### src/rtl/mmio_uart_tx.sv
// Memory-mapped 8N1 UART transmitter on the MiniMips byte bus.
// The CPU pushes bytes into a small TX FIFO, and an FSM shifts each byte out LSB first.
module mmio_uart_tx #(
   parameter logic [7:0]  BASE_ADDR    = 8'hFC,
   parameter int unsigned CLKS_PER_BIT = 16,
   parameter int unsigned DEPTH        = 4
) (
   input  logic       clk,
   input  logic       reset,
   input  logic [7:0] adr,
   input  logic [7:0] writedata,
   input  logic       memwrite,
   output logic [7:0] rdata,
   output logic       hit_q,
   output logic       tx,
   output logic       irq
);

   localparam int unsigned PW  = $clog2(DEPTH);
   localparam int unsigned CW  = $clog2(DEPTH + 1);
   localparam int unsigned BCW = $clog2(CLKS_PER_BIT);
   localparam logic [BCW-1:0] BIT_LOAD = BCW'(CLKS_PER_BIT - 1);

   typedef enum logic [1:0] {IDLE, START, DATA, STOP} state_t;

   state_t         state_q, state_d;
   logic [BCW-1:0] bit_cnt_q, bit_cnt_d;
   logic [2:0]     idx_q, idx_d;
   logic [7:0]     shreg_q, shreg_d;
   logic           tx_d;
   logic           pop;

   logic [7:0]     mem [DEPTH];
   logic [PW-1:0]  wr_ptr, rd_ptr;
   logic [CW-1:0]  count_q, count_d;
   logic           ovf_q, ovf_d;
   logic [7:0]     last_q;
   logic           push_req, wr_en, ovf_clr;
   logic           irq_d;

   logic [7:0]     off;
   logic           in_win;
   logic [7:0]     rdata_d;
   logic           bit_end;

   assign bit_end  = (bit_cnt_q == '0);
   assign off      = adr - BASE_ADDR;
   assign in_win   = (off[7:2] == 6'd0);
   assign push_req = memwrite && in_win && (off[1:0] == 2'd0);
   assign ovf_clr  = memwrite && in_win && (off[1:0] == 2'd1) && writedata[4];

   // Serialiser next-state: every bit lasts CLKS_PER_BIT edges, and STOP chains straight into the next START.
   always_comb begin
      state_d   = state_q;
      bit_cnt_d = bit_cnt_q;
      idx_d     = idx_q;
      shreg_d   = shreg_q;
      tx_d      = tx;
      pop       = 1'b0;
      case (state_q)
         IDLE: begin
            tx_d = 1'b1;
            if (count_q != '0) begin
               pop       = 1'b1;
               shreg_d   = mem[rd_ptr];
               bit_cnt_d = BIT_LOAD;
               state_d   = START;
               tx_d      = 1'b0;
            end
         end
         START: begin
            if (bit_end) begin
               state_d   = DATA;
               tx_d      = shreg_q[0];
               shreg_d   = {1'b0, shreg_q[7:1]};
               idx_d     = 3'd0;
               bit_cnt_d = BIT_LOAD;
            end else begin
               bit_cnt_d = bit_cnt_q - BCW'(1);
            end
         end
         DATA: begin
            if (bit_end) begin
               bit_cnt_d = BIT_LOAD;
               if (idx_q == 3'd7) begin
                  state_d = STOP;
                  tx_d    = 1'b1;
               end else begin
                  idx_d   = idx_q + 3'd1;
                  tx_d    = shreg_q[0];
                  shreg_d = {1'b0, shreg_q[7:1]};
               end
            end else begin
               bit_cnt_d = bit_cnt_q - BCW'(1);
            end
         end
         STOP: begin
            if (bit_end) begin
               if (count_q != '0) begin
                  pop       = 1'b1;
                  shreg_d   = mem[rd_ptr];
                  bit_cnt_d = BIT_LOAD;
                  state_d   = START;
                  tx_d      = 1'b0;
               end else begin
                  state_d = IDLE;
                  tx_d    = 1'b1;
               end
            end else begin
               bit_cnt_d = bit_cnt_q - BCW'(1);
            end
         end
         default: state_d = IDLE;
      endcase
   end

   // A push into a full FIFO is still accepted when a pop frees a slot on the same edge.
   always_comb begin
      wr_en   = push_req && ((count_q < CW'(DEPTH)) || pop);
      count_d = count_q;
      if (wr_en && !pop)      count_d = count_q + CW'(1);
      else if (!wr_en && pop) count_d = count_q - CW'(1);
      ovf_d = ovf_q;
      if (push_req && !wr_en) ovf_d = 1'b1;
      else if (ovf_clr)       ovf_d = 1'b0;
      irq_d = (count_d == '0) && (state_d == IDLE);
   end

   always_comb begin
      rdata_d = 8'h00;
      if (in_win) begin
         case (off[1:0])
            2'd0:    rdata_d = last_q;
            2'd1:    rdata_d = {3'b000, ovf_q, (count_q == CW'(DEPTH)),
                                (count_q == '0), (state_q != IDLE), 1'b0};
            2'd2:    rdata_d = 8'(count_q);
            default: rdata_d = 8'h00;
         endcase
      end
   end

   always_ff @(posedge clk) begin
      if (wr_en) mem[wr_ptr] <= writedata;
   end

   always_ff @(posedge clk) begin
      if (reset) begin
         state_q   <= IDLE;
         bit_cnt_q <= '0;
         idx_q     <= 3'd0;
         shreg_q   <= 8'h00;
         tx        <= 1'b1;
         irq       <= 1'b1;
         wr_ptr    <= '0;
         rd_ptr    <= '0;
         count_q   <= '0;
         ovf_q     <= 1'b0;
         last_q    <= 8'h00;
         rdata     <= 8'h00;
         hit_q     <= 1'b0;
      end else begin
         state_q   <= state_d;
         bit_cnt_q <= bit_cnt_d;
         idx_q     <= idx_d;
         shreg_q   <= shreg_d;
         tx        <= tx_d;
         irq       <= irq_d;
         count_q   <= count_d;
         ovf_q     <= ovf_d;
         rdata     <= rdata_d;
         hit_q     <= in_win;
         if (wr_en) begin
            wr_ptr <= wr_ptr + PW'(1);
            last_q <= writedata;
         end
         if (pop) rd_ptr <= rd_ptr + PW'(1);
      end
   end

endmodule

### config.mk
export PLATFORM = sky130hd
export DESIGN_NAME = mmio_uart_tx
export DESIGN_NICKNAME = d
export VERILOG_FILES = /design/src/rtl/mmio_uart_tx.sv
export SDC_FILE = /design/constraint.sdc
export NUM_CORES = 1
export LEC_CHECK = 0
export ABC_AREA = 0
export BUFFER_PORTS_ARGS = -buffer_cell sky130_fd_sc_hd__buf_2
export CORE_MARGIN = 3
export CORE_UTILIZATION = 59
export CTS_CLUSTER_SIZE = 30
export DETAILED_ROUTE_END_ITERATION = 7
export GPL_TIMING_DRIVEN = 1
export PLACE_DENSITY = 0.85
export SYNTH_ARGS = -nofsm -noshare
export SYNTH_HDL_FRONTEND = slang
export SYNTH_SLANG_ARGS = --single-unit
### constraint.sdc
create_clock -name clk -period 2.9 [get_ports clk]
set_input_delay 0.29 -clock clk [delete_from_list [all_inputs] [get_ports clk]]
set_output_delay 0.29 -clock clk [all_outputs]
set_load 0.005 [all_outputs]
==> run_results.csv, run 1 <==
group,metric,value,unit
cells_and_area,fin_nets,370,
worst_setup_path,crit_type,"register to register",
min_path,hold_start,"writedata[6]",
clock_network,clk_latency,0.34,ns
min_path,hp-class,"primary input to register",
yosys,synth_edf_count,32,
global_routing,antenna_found_initial,0,
clock_network,ctsResizeCount,0,
clock_network,cts_hold_buffers,0,
timing,finalHoldViolCount,0,
cells_and_area,fillers,392,
timing,fmax,419.7,MHz
run,drv_cap,0,
cells_and_area,final_core_util,0.6936,
yosys,synth_cell_types,56,
global_routing,grt_overflow,0,
floorplan,core-area,5675,sq um
yosys,synth_nets,342,
power,swShare,0.3717,
yosys,ys_ff_latch,78,
floorplan,die_w,83.85,microns
power,p_int,0.002346,W
global_routing,grt_pass1_vias,2513,
floorplan,initial_core_util,0.6301,
yosys,async_reset_ff_frac,0,
timing,period_minus_slack,2.383,ns
global_routing,grt_max_degree,32,
worst_setup_path,rr_startpoint,"count_q[1]$_SDFF_PP0_",
yosys,yosysTopAreaCell,"edfxtp_1",
floorplan,fp.dieH,83.85,microns
cells_and_area,diodes,0,
yosys,synth.area.top_cells,"edfxtp_1 (27%), dfxtp_1 (26%), ha_1 (5.2%)",
worst_setup_path,worstSetupStartpoint,"count_q[1]$_SDFF_PP0_",
cells_and_area,final_common_cell,"dfxtp_1",
detailed_routing,ant_nets,0,
worst_setup_path,cp-end-kind,"register",
yosys,ys_seq_area_frac,0.5262,
detailed_routing,post-route-drc-count,0,
detailed_routing,wl,7.102,mm
power,power_density,948.6,nW/um^2
clock_network,path_clk_slew,0.08,ns
cells_and_area,final_cell_mix,"dfxtp_1 (46), nor2_1 (33), edfxtp_1 (32), buf_2 (29), nand2_1 (22)",
timing,setup_viol_count_final,0,
clock_network,numCtsBuffers,9,
clock_network,cts_tree,"done",
power,clock_power_share,0.218,
worst_setup_path,crit_required,3.15,ns
power,total_power,0.003734,W
placement,post_dp_cell_area,3729,sq um
floorplan,die-area,7031,sq um
yosys,syn_area_per_cell,11.61,sq um
floorplan,ios,30,
yosys,yosys_warnings,0,
worst_setup_path,worstPathMaxFanout,10,
global_routing,track_usage,0.2150,
clock_network,htreeDepth,3,
cells_and_area,area_delta_synth_final,10.08,%
clock_network,cts_setup_buffers,0,
power,p_switching,0.001388,W
detailed_routing,vias,2533,
clock_network,cts_root_buf,"clkbuf_8",
yosys,netlist_instances,308,
timing,final-max-slew-violation-count,0,
power,vdd_drop_max,0.5360,mV
worst_setup_path,crit_path_start_kind,"register",
clock_network,clk_path_buf_depth,2,
yosys,syn_area,3576,sq um
yosys,synth_top_area_frac,0.2687,
power,pwr-share-seq,0.378,
placement,io_buffers,29,
detailed_routing,firstDrtPassIters,5,
timing,period_share,0.8216,
detailed_routing,drt-initial-drc-count,160,
clock_network,clock-sinks,78,
detailed_routing,viasPerCell,6.133,
timing,relSlewSlack,0.5895,
cells_and_area,drive_above_1_share,0.2082,
timing,holdWs,0.1900,ns
placement,gp_congestion,0.8522,
floorplan,rows,27,
worst_setup_path,crit_arrival,2.64,ns
detailed_routing,routedWlPerCell,17.20,microns
timing,tightest_slew,0.6157,ns
timing,skew,0.007647,ns
timing,tns,0,ns
power,cellLeakagePower,1.458,nW
placement,dpl.hpwl,4.946,mm
outcome,status,"completed",
yosys,synthFlopType,"dfxtp_1",
global_routing,grt_pass1_wl,11.98,mm
power,power_frac_comb,0.403,
timing,rsz0062_at_grt,"false",
cells_and_area,stdcell_area,3936,sq um
==> power by group through the flow <==
stage | registers [W] | logic [W] | clock network, W
final | 0.00141 | 0.00151 | 0.000815
after global routing | 0.00143 | 0.00167 | 0.000868
after CTS | 0.00141 | 0.00149 | 0.000824
after detailed placement | 0.00144 | 0.00148 | 0
after global placement | 0.00143 | 0.00144 | 0
after floorplan | 0.00136 | 0.00131 | 0
==> cell type report <==
cell class | count | area, sq um | area share
Clock buffer | 13 | 185.2 | 0.04704
Multi-Input combinational cell | 202 | 1533 | 0.3894
Inverter | 11 | 41.29 | 0.01049
Timing Repair Buffer | 34 | 182.7 | 0.04641
Clock inverter | 3 | 22.52 | 0.005722
Tap cell | 72 | 90.09 | 0.02289
Sequential cell | 78 | 1882 | 0.4781
==> flip-flops by register name, indices dropped and copies added, names as in the netlist, 2 cells and up, named ones only <==
signal,cells
last_q,8
wr_ptr,2
rd_ptr,2
count_q,3
shreg_q,8
rdata,8
bit_cnt_q,4
state_q,2
idx_q,3
mem,32
==> critical path, cell delays in order, from the launching register on <==
cell and delay, ns:
dfxtp_1 0.38, inv_1 0.14, ha_1 0.38, nor2b_1 0.50, mux2i_1 0.22, a221oi_4 0.33
nand4_1 0.15, o41ai_2 0.21
==> routing by layer <==
metal	part of all wire	vias up	GRT usage
met1	0.41	1237	0.2613
li1	-	1196	-
met2	0.52	92	0.3745
met4	0.014	0	0.09357
met5	0	-	0
met3	0.053	8	0.03653
==> cells by family after synthesis <==
logic type	Yosys count	share of synthesized area
muxes	23	0.09237
and+or+nand+nor	97	0.1382
adders and majority gates	15	0.05248
xor gates and xnor gates	4	0.009799
DFF	78	0.5262
buffers and inverters	28	0.04514
AOI/OAI and AO/OA	63	0.1358
==> cell usage after synthesis, drive strengths merged (4+ instances only) <==
cell type / instances
a21oi: 17
a311oi: 7
and2: 8
buf: 8
clkbuf: 9
dfxtp: 46
edfxtp: 32
ha: 15
inv: 11
mux2i: 15
mux4: 8
nand2: 22
nand4: 6
nor2: 33
nor3: 6
o211ai: 4
o21ai: 9
==> worst paths after layout <==
| check | cells past startpoint | slack, ns | to |
|---|---|---|---|
| hold reg to reg | 2 | 0.46 | idx_q[2]$_SDFFE_PP0P_ |
| setup reg to reg | 7 | 0.52 | irq$_SDFF_PP1_ |
| hold / removal | 1 | 0.19 | mem[1][6]$_DFFE_PP_ |
| setup / recovery | 7 | 0.52 | irq$_SDFF_PP1_ |
==> metrics by stage <==
| step | cells | worst slack, ns |
|---|---|---|
| 2_1_floorplan | 308 | 0.5689 |
| 3_3_place_gp | 397 | 0.5337 |
| 3_5_place_dp | 397 | 0.5481 |
| 4_1_cts | 413 | 0.5315 |
| 5_1_grt | 413 | 0.2733 |
| 6_report | 413 | 0.5173 |
Power figures use the tool's default switching activity.
==> run 2, diff against run 1 <==
- clock period: 2.9 -> 2.4 ns (I/O delays scaled with it)
==> run_results.csv, run 2 (synthesis gave the netlist of run 1 again) <==
group,metric,value,unit
cells_and_area,regArea,1882,sq um
cells_and_area,largest-register,"mem",
cells_and_area,stdcell_count,417,
detailed_routing,firstDrtPassIters,4,
detailed_routing,viasPerCell,5.969,
detailed_routing,ant_nets,0,
cells_and_area,multiInputGateArea,1538,sq um
global_routing,grt_pass1_wl,11.62,mm
floorplan,die-area,7031,sq um
floorplan,core-area,5675,sq um
timing,setup_slack,0.1781,ns
power,vdd_drop_max,0.6585,mV
clock_network,clk_latency,0.34,ns
global_routing,grt_max_degree,31,
timing,setup_viol_count_final,0,
placement,io_buffers,29,
clock_network,cts_tree,"done",
global_routing,grt_pass1_vias,2439,
timing,tns,0,ns
detailed_routing,routedWlPerCell,16.76,microns
timing,holdWs,0.1285,ns
cells_and_area,area_delta_synth_final,11.09,%
worst_setup_path,cp-end-kind,"register",
detailed_routing,post-route-drc-count,0,
floorplan,initial_core_util,0.6301,
global_routing,antenna_found_initial,0,
floorplan,rows,27,
timing,period_share,0.9258,
floorplan,die_w,83.85,microns
clock_network,clk_path_buf_depth,2,
timing,period_minus_slack,2.222,ns
floorplan,ios,30,
global_routing,track_usage,0.2075,
worst_setup_path,worstPathMaxFanout,5,
clock_network,htreeDepth,3,
power,cellLeakagePower,1.473,nW
cells_and_area,final_cell_mix,"dfxtp_1 (46), nor2_1 (33), edfxtp_1 (32), buf_2 (29), nand2_1 (22)",
detailed_routing,drt-initial-drc-count,169,
timing,relSlewSlack,0.6435,
placement,place_ws,0.06703,ns
timing,finalHoldViolCount,0,
cells_and_area,final_common_cell,"dfxtp_1",
clock_network,cts_root_buf,"clkbuf_8",
clock_network,numCtsBuffers,9,
global_routing,grt_overflow,0,
power,power_density,1167,nW/um^2
timing,rsz0062_at_grt,"false",
placement,dp.cells,400,
clock_network,path_clk_slew,0.08,ns
timing,skew,0.006844,ns
worst_setup_path,crit_required,2.62,ns
detailed_routing,vias,2489,
outcome,status,"completed",
run,drv_cap,0,
worst_setup_path,crit_arrival,2.44,ns
worst_setup_path,crit_type,"register to register",
clock_network,clock-sinks,78,
detailed_routing,wl,6.991,mm
timing,tightest_slew,0.5340,ns
floorplan,fp.dieH,83.85,microns
cells_and_area,fin_nets,374,
cells_and_area,drive_above_1_share,0.2261,
placement,dpl.hpwl,4.848,mm
cells_and_area,fillers,414,
timing,fmax,450.1,MHz
cells_and_area,largest_reg_flops,32,
cells_and_area,diodes,0,
worst_setup_path,crit_path_start_kind,"register",
min_path,hp-class,"primary input to register",
timing,final-max-slew-violation-count,0,
placement,gp_congestion,0.8848,
[run 2: cell count changes in the layout (fill, tap and decap cells not counted), sizes merged]
cell | before | now
buf | 34 | 38
clkbuf | 13 | 10
bufinv | 0 | 1
clkinvlp | 1 | 2
inv | 12 | 13
[run 2: through the flow]
stage | power, W | utilization | instance area [sq um]
after floorplan | 0.003227 | - | 3576
after global placement | 0.003486 | 0.6609 | 3751
after detailed placement | 0.003541 | 0.6609 | 3751
after CTS | 0.004504 | 0.6955 | 3948
after global routing | 0.004952 | 0.7000 | 3973
final | 0.004637 | 0.7000 | 3973
[run 2: repair_timing]
item                                    CTS  global route
endpoints found under the setup margin    0            34
resized for setup                         0             3
hold buffers                              0             0
setup buffers                             0             1
endpoints found under the hold margin     0             0
[run 2: path summary, 6_finish.rpt]
check                           slack [ns]                     from  cells past startpoint               endpoint
worst max-delay path                  0.18  bit_cnt_q[0]$_SDFF_PP0_                      8         irq$_SDFF_PP1_
worst min-delay path                  0.13             writedata[7]                      1    mem[1][7]$_DFFE_PP_
worst max register to register        0.18  bit_cnt_q[0]$_SDFF_PP0_                      8         irq$_SDFF_PP1_
worst min register to register        0.47    idx_q[1]$_SDFFE_PP0P_                      2  idx_q[1]$_SDFFE_PP0P_
[run 2: metal layers]
metal,wire length [microns],vias up,GRT usage,share of wire
met3,300,10,0.05232,0.043
met4,107,0,0.08918,0.015
met1,3065,1206,0.2632,0.44
met5,0,-,0,0
met2,3518,62,0.3369,0.50
li1,-,1211,-,-
[run 2: power breakdown]
part,internal (W),switching [W],total (W)
Sequential,0.00154,0.000170,0.00171
Clock,0.000487,0.000481,0.000968
Combinational,0.000897,0.00106,0.00196
[run 2: critical path, stage by stage, from the launching register on]
cell and delay, ns:
dfxtp_1 0.37, inv_1 0.08, ha_1 0.24, and4bb_2 0.29, o21ai_1 0.26, buf_4 0.20, o21ai_0 0.08, a211oi_1 0.43
o41ai_2 0.14
[run 2: layout make-up]
class / count / share of cell area
repair buffers: 38 / 0.05669
clock buffers: 10 / 0.03213
multi-input cells: 202 / 0.3871
inverters: 11 / 0.01039
clock inverters: 6 / 0.01732
well taps: 72 / 0.02268
flip-flops and latches: 78 / 0.4737
